--- src/rtl/bnn_load_streamer.sv ---
// Serializes one captured 28x28 binary image and eight 3x3 binary kernels onto
// the pixel/weight load lines, LSB first, with a write enable delayed by PIPE_LAT.
module bnn_load_streamer #(
    parameter int PIPE_LAT = 1
) (
    input  logic         clk,
    input  logic         reset,
    input  logic         start,
    input  logic [783:0] pixels_in,
    input  logic [71:0]  weights_in,
    output logic         d_out_p,
    output logic         d_out_w,
    output logic         en_wr,
    output logic         busy,
    output logic         done
);

    localparam logic [1:0] S_IDLE   = 2'd0;
    localparam logic [1:0] S_STREAM = 2'd1;
    localparam logic [1:0] S_DONE   = 2'd2;

    localparam logic [9:0] EN_FIRST = 10'(PIPE_LAT);
    localparam logic [9:0] EN_LAST  = 10'(783 + PIPE_LAT);

    logic [1:0]   r_state;
    logic [9:0]   r_cnt;
    // Bit 0 of each vector goes straight into the output register at capture,
    // so the shift registers hold only the remaining bits.
    logic [782:0] r_pix;
    logic [70:0]  r_wgt;

    logic [9:0]   w_cnt_nx;
    logic         w_last;
    logic         w_en_nx;

    assign w_cnt_nx = r_cnt + 10'd1;
    assign w_last   = (r_cnt == EN_LAST);
    assign w_en_nx  = (w_cnt_nx >= EN_FIRST) && (w_cnt_nx <= EN_LAST);

    always_ff @(posedge clk) begin
        if (reset) begin
            r_state <= S_IDLE;
            r_cnt   <= 10'd0;
            r_pix   <= '0;
            r_wgt   <= '0;
            d_out_p <= 1'b0;
            d_out_w <= 1'b0;
            en_wr   <= 1'b0;
            busy    <= 1'b0;
            done    <= 1'b0;
        end else begin
            case (r_state)
                S_IDLE: begin
                    d_out_p <= 1'b0;
                    d_out_w <= 1'b0;
                    en_wr   <= 1'b0;
                    busy    <= 1'b0;
                    done    <= 1'b0;
                    if (start) begin
                        r_pix   <= pixels_in[783:1];
                        r_wgt   <= weights_in[71:1];
                        d_out_p <= pixels_in[0];
                        d_out_w <= weights_in[0];
                        en_wr   <= (EN_FIRST == 10'd0);
                        busy    <= 1'b1;
                        r_cnt   <= 10'd0;
                        r_state <= S_STREAM;
                    end
                end
                S_STREAM: begin
                    r_cnt <= w_cnt_nx;
                    if (w_last) begin
                        d_out_p <= 1'b0;
                        d_out_w <= 1'b0;
                        en_wr   <= 1'b0;
                        busy    <= 1'b0;
                        done    <= 1'b1;
                        r_state <= S_DONE;
                    end else begin
                        // Zeros shift in behind the data, so both lines idle low
                        // once their vector is exhausted.
                        d_out_p <= r_pix[0];
                        d_out_w <= r_wgt[0];
                        r_pix   <= {1'b0, r_pix[782:1]};
                        r_wgt   <= {1'b0, r_wgt[70:1]};
                        en_wr   <= w_en_nx;
                    end
                end
                S_DONE: begin
                    d_out_p <= 1'b0;
                    d_out_w <= 1'b0;
                    en_wr   <= 1'b0;
                    busy    <= 1'b0;
                    done    <= 1'b0;
                    r_state <= S_IDLE;
                end
                default: begin
                    d_out_p <= 1'b0;
                    d_out_w <= 1'b0;
                    en_wr   <= 1'b0;
                    busy    <= 1'b0;
                    done    <= 1'b0;
                    r_state <= S_IDLE;
                end
            endcase
        end
    end

endmodule

--- config.mk ---
export PLATFORM = sky130hd
export DESIGN_NAME = bnn_load_streamer
export DESIGN_NICKNAME = d
export VERILOG_FILES = /design/src/rtl/bnn_load_streamer.sv
export SDC_FILE = /design/constraint.sdc
export NUM_CORES = 2
export LEC_CHECK = 0
export CAP_MARGIN = 10
export CORE_ASPECT_RATIO = 0.8
export CORE_MARGIN = 1
export CORE_UTILIZATION = 30
export DETAILED_ROUTE_END_ITERATION = 10
export MAX_ROUTING_LAYER = met4
export PLACE_DENSITY = 0.47
export SLEW_MARGIN = 20
export SYNTH_ARGS = -nofsm -noshare
export SYNTH_HDL_FRONTEND = slang
export SYNTH_SLANG_ARGS = --single-unit
--- constraint.sdc ---
create_clock -name clk -period 2.6 [get_ports clk]
set_input_delay 0.52 -clock clk [delete_from_list [all_inputs] [get_ports clk]]
set_output_delay 0.52 -clock clk [all_outputs]
set_load 0.02 [all_outputs]
Yosys cells after proc, flatten, opt, wreduce, memory -nomap -nowiden
Cells that the tools add are included.
{ "word_totals": {"elab_cells": 46, "output_inout_bits": 5, "register_bits": 871} }
{ "classes": {"n_addsub": 1, "n_bitwise": 1, "n_lt_le_gt_ge": 2, "reduce_logical": 8, "mux": 20, "eq_ne": 5} }
{ "ops": {"columns": ["operator", "count"], "rows": [
  ["2-to-1 mux 783 bit", 2],
  ["one-hot mux 783 bit (2 select lines)", 1],
  ["2-to-1 mux 71 bit", 2],
  ["one-hot mux 71 bit (2 select lines)", 1],
  ["one-hot mux 10 bit (2 select lines)", 1],
  ["adder 10 x 1 -> 10 bit (second input constant)", 1],
  ["equality test 10 bit (second input constant)", 1],
  [">= comparator 10 x 1 -> 1 bit (second input constant)", 1],
  ["less-or-equal comparator 10 bit (second input constant)", 1],
  ["2-to-1 mux 10 bit", 1],
  ["2-to-1 mux 1 bit", 6],
  ["inequality test 2 bit (second input constant)", 3],
  ["one-hot mux 1 bit (2 select lines)", 3],
  ["2-to-1 mux 2 bit", 2],
  ["one-hot mux 2 bit (2 select lines)", 1],
  ["AND reduction 2 bit", 2],
  ["AND reduction 3 bit", 1],
  ["OR reduction 3 bit", 1],
  ["equality test 2 x 1 -> 1 bit (second input constant)", 1],
  ["logical NOT 2 bit", 1],
  ["nonzero test 2 bit", 1],
  ["OR reduction 2 bit", 1],
  ["logical AND 1 bit", 1],
  ["inverter 1 bit", 1]
]} }

Longest topological paths before layout
{ "depth": {"ltp_word": 3, "depth_mapped": 10, "depth_no_buf": 7} }

Worst setup path after synthesis
OpenSTA, ideal clock, no wires.
{ "synth_timing": {"path_type": "register to register", "start": "register r_cnt[6]", "end": "register r_pix[301]", "path_stages_with_launch": 9, "setup_slack_ns": 0.404, "setup_ns": 0.147, "t_arrival_ns": 2.049, "t_required_ns": 2.453, "cell_sequence": "dfxtp_1 or3_1 or4_4 a21o_1 buf_6 clkbuf_1 buf_2 nor2_1 a311oi_2"} }
{ "synth_between": {"elab_chain_len": 3} }
{ "synth_rtl": {"columns": ["item", "line", "rtl"], "rows": [
  ["from (decl)", "26", "logic [9:0] r_cnt;"],
  ["from (signal assigned)", "71", "r_cnt <= w_cnt_nx;"],
  ["equality test 10 bit", "37", "assign w_last = (r_cnt == EN_LAST);"],
  ["inequality test 2 bit (no source line)", null, null],
  ["AND reduction 3 bit (no source line)", null, null],
  ["to (signal assigned)", "60", "r_pix <= pixels_in[783:1];"],
  ["to (signal assigned)", "84", "r_pix <= {1'b0, r_pix[782:1]};"],
  ["to (decl)", "29", "logic [782:0] r_pix;"]
]} }
No other way between the ends.
A chain may end at the register's enable or synchronous reset.

Worst setup path in the final report
{ "layout_timing": {"start": "register r_cnt[5]", "end": "register r_wgt[43]"} }
{ "layout_between": {"elab_chain_len": 3} }
{ "layout_rtl": {"columns": ["item", "line", "rtl"], "rows": [
  ["equality test 10 bit", "37", null],
  ["inequality test 2 bit (no source line)", null, null],
  ["AND reduction 3 bit (no source line)", null, null],
  ["to (signal assigned)", "61", "r_wgt <= weights_in[71:1];"],
  ["to (signal assigned)", "85", "r_wgt <= {1'b0, r_wgt[70:1]};"],
  ["to (decl)", "30", "logic [70:0] r_wgt;"]
]} }
No other way between the ends.

==> impl_results.md <==
* Seq/Total Area, Yosys at 40.5%
* Synth top area share at 40.5%
* Share of total power in the clock network at 37.8%
* Share of cells above drive strength 1 at 20.9%
* Synthesized netlist cell count at 4868
* Int Pwr at 27.1 mW
* Synth top area cells: dfxtp_1, a311oi_2, nand2_1, nor2_1, clkbuf_1
* Antenna Nets Post-Route at 0
* Final min period at 2.48 ns
* WL/cell at 19.7 µm
* Slew headroom at 47.6%
* Worst Hold Launch: reset
* Post-Syn Area at 0.0431 mm²
* Vias in the first global route at 36300
* Ports at 864
* Die height at 341 µm
* Clock Path Buffers at 3
* DP HPWL at 105000 µm
* Fin. max-slew vios at 0
* Total grt overflow at 0
* Flop pwr share at 40.8%
* Core Region at 0.142 mm²
* Status: finished, final reports clean
* CTS tree: yes
* Worst Hold Path Cells at 2
* Area grow syn2layout at 32.6%
* First-pass DRT Iterations at 7
* Routability-driven placement congestion ratio at 0.883
* Worst r2r path cells at 8
* Total setup buffers inserted after CTS at 0
* Reg2reg start: r_cnt[5]$_SDFFE_PP0P_
* Largest net degree at the start of global routing at 175
* CP Data Required Time at 3.16 ns
* Die W at 426 µm
* Crit path DAT at 3.04 ns
* First-pass GRT wire length at 224000 µm
* #FFs+latches synth at 871
* Slew @ Worst Pin at 0.786 ns
* Comb pwr share at 21.4%
* DRC Markers at 0
* Row Count at 123
* WS Path Type: reg2reg
* Syn Nets at 5731
* Vias at 37100
* Worst vdd ir at 0.000467 V
* All-Layer GR Usage at 20.3%
* NetSw at 11.2 mW
* Synth warn at 0
* Crit-path max FO at 34
* Pleak at 20.5 nW
* HP Class: in2reg
* Final Setup Violations at 0
* H-tree depth at 3
* Via/cell ratio at 4.96
* Initial antenna violation count at 20
* Crit path from: r_cnt[5]$_SDFFE_PP0P_
* Crit path capture type: register
* Setup TNS Final at 0 ns
* Starting Density at 30.4%
* Final wirelength at 148000 µm
* Total CTS buffers at 100
* Kind of start point of the critical path: register
* Clock Skew at 0.0207 ns
* Syn Area/Cell at 8.85 µm²
* Max Cap Viol at 0
* Clk_lat worst skew at 0.72 ns
* Total power draw at 38.3 mW
* CTS sink count at 871
* I/O Buffers at 863
* Hold-fix buffers, CTS at 0
* Clock Pin Slew Worst Setup and Hold Paths at 0.06 ns
* Cts repair resizes at 0
* 1st-iter DRT viols at 2350
* Achievable Freq at 404 MHz
* Layout Utilization at 40.3%
* RSZ-0062 raised after global routing: no
* Final-report hold violation count at 0
* Tcrit/Tclk final at 95.3%
* Sw Share at 29.3%
* Synth cell types at 40
* Die area at 0.145 mm²
* Clock Tree Root: clkbuf_16
* Nets at 6371
* PwrDens at 670 mW/mm²
* Leading area contributor after synthesis: dfxtp_1
[final cells by class]
class | count | area [µm²]
Tap cell | 1875 | 2350
Multi-Input combinational cell | 3510 | 23000
Sequential cell | 871 | 17400
Antenna cell | 19 | 47.5
Fill cell | 14300 | 84500
Clock inverter | 21 | 241
Inverter | 3 | 11.3
Timing Repair Buffer | 1022 | 10900
Clock buffer | 160 | 3070
[cells by family (layout without fill, tap and decap cells)]
family                     count (synthesis)  after routing  synth area share, %
and+or+nand+nor                         2613           2613                 23.0
AOI/OAI and AO/OA                        892            892                 30.3
DFF                                      871            871                 40.5
buffers and inverters                    487           1206                 6.12
adders and majority gates                  4              4                0.116
muxes                                      1              1               0.0261
other                                      0             19                    0
[synth_stat cells (all sizes together)]
| master | count |
|---|---|
| nor2b | 3 |
| nor2 | 867 |
| a21oi | 7 |
| mux2 | 1 |
| nand2b | 2 |
| a21o | 1 |
| and4b | 1 |
| ha | 4 |
| a22o | 1 |
| nor4 | 2 |
| a211oi | 3 |
| o211a | 1 |
| clkbuf | 312 |
| and3 | 4 |
| nand2 | 1712 |
| and2 | 2 |
| o22ai | 1 |
| inv | 3 |
| nand3 | 6 |
| or3 | 2 |
| nand4 | 4 |
| buf | 172 |
| o21bai | 1 |
| nor3 | 3 |
| o21ai | 12 |
| a31oi | 2 |
| or4 | 1 |
| nor3b | 2 |
| o31ai | 2 |
| o211ai | 1 |
| a22oi | 6 |
| a32oi | 1 |
| o21a | 1 |
| nand3b | 2 |
| dfxtp | 871 |
| a311oi | 852 |
[worst max-delay path, stage by stage (launching register included)]
cell	delay [ns]
dfxtp_1	0.33
or3_1	0.44
or4_4	0.53
a21o_4	0.26
buf_12	0.16
buf_12	0.17
buf_12	0.19
nor2_1	0.15
a311oi_2	0.06
[path summary, 6_finish.rpt]
check                           endpoint  slack, ns
setup / recovery  r_wgt[43]$_SDFFE_PP0P_       0.12
hold / removal     r_cnt[9]$_SDFFE_PP0P_       0.23
setup reg to reg  r_wgt[43]$_SDFFE_PP0P_       0.12
hold reg to reg        busy$_SDFFE_PP0P_       0.46
[cells in the final DEF (no fill, tap or decap), types with 12 or more instances in the layout]
| cell type | n |
|---|---|
| clkbuf_8 | 28 |
| nor2_1 | 867 |
| nand2_1 | 1712 |
| a311oi_2 | 850 |
| clkbuf_16 | 103 |
| diode_2 | 19 |
| o21ai_0 | 12 |
| buf_4 | 72 |
| clkdlybuf4s50_1 | 862 |
| clkbuf_1 | 29 |
| dfxtp_1 | 871 |
| buf_12 | 87 |
[per-layer routing]
metal	vias up	track usage, %	part of all wire, %
met5	-	-	0
met4	0	5.50	2.3
met3	180	3.03	3.3
met2	637	32.9	49
met1	18000	26.1	46
li1	18300	-	-
[stage by stage]
step           cells  setup slack [ns]  cell area, µm²  hold WS, ns
6_report        7481             0.123           57100        0.231
3_3_place_gp    7281             0.100           53700        0.448
3_5_place_dp    7281            0.0639           53700        0.459
5_1_grt         7479            0.0272           57100        0.201
2_1_floorplan   4868             0.404           43100        0.455
4_1_cts         7462             0.112           57000        0.162
[registers in the layout (all words and copies together) (netlist names)]
| signal | flops |
|---|---|
| r_cnt | 10 |
| r_pix | 783 |
| r_wgt | 71 |
| d_out_w | 1 |
| en_wr | 1 |
| busy | 1 |
| done | 1 |
| r_state | 2 |
| d_out_p | 1 |
[power groups by stage]
stage	Sequential (mW)	Combinational [mW]	Clock, mW
after CTS	15.6	8.31	14.9
after global routing	15.8	8.97	15.5
after detailed placement	15.9	8.28	0
final	15.6	8.20	14.5
after global placement	15.8	8.18	0
after floorplan	15.7	5.56	0
No activity file was read; power rests on OpenSTA's default activity.
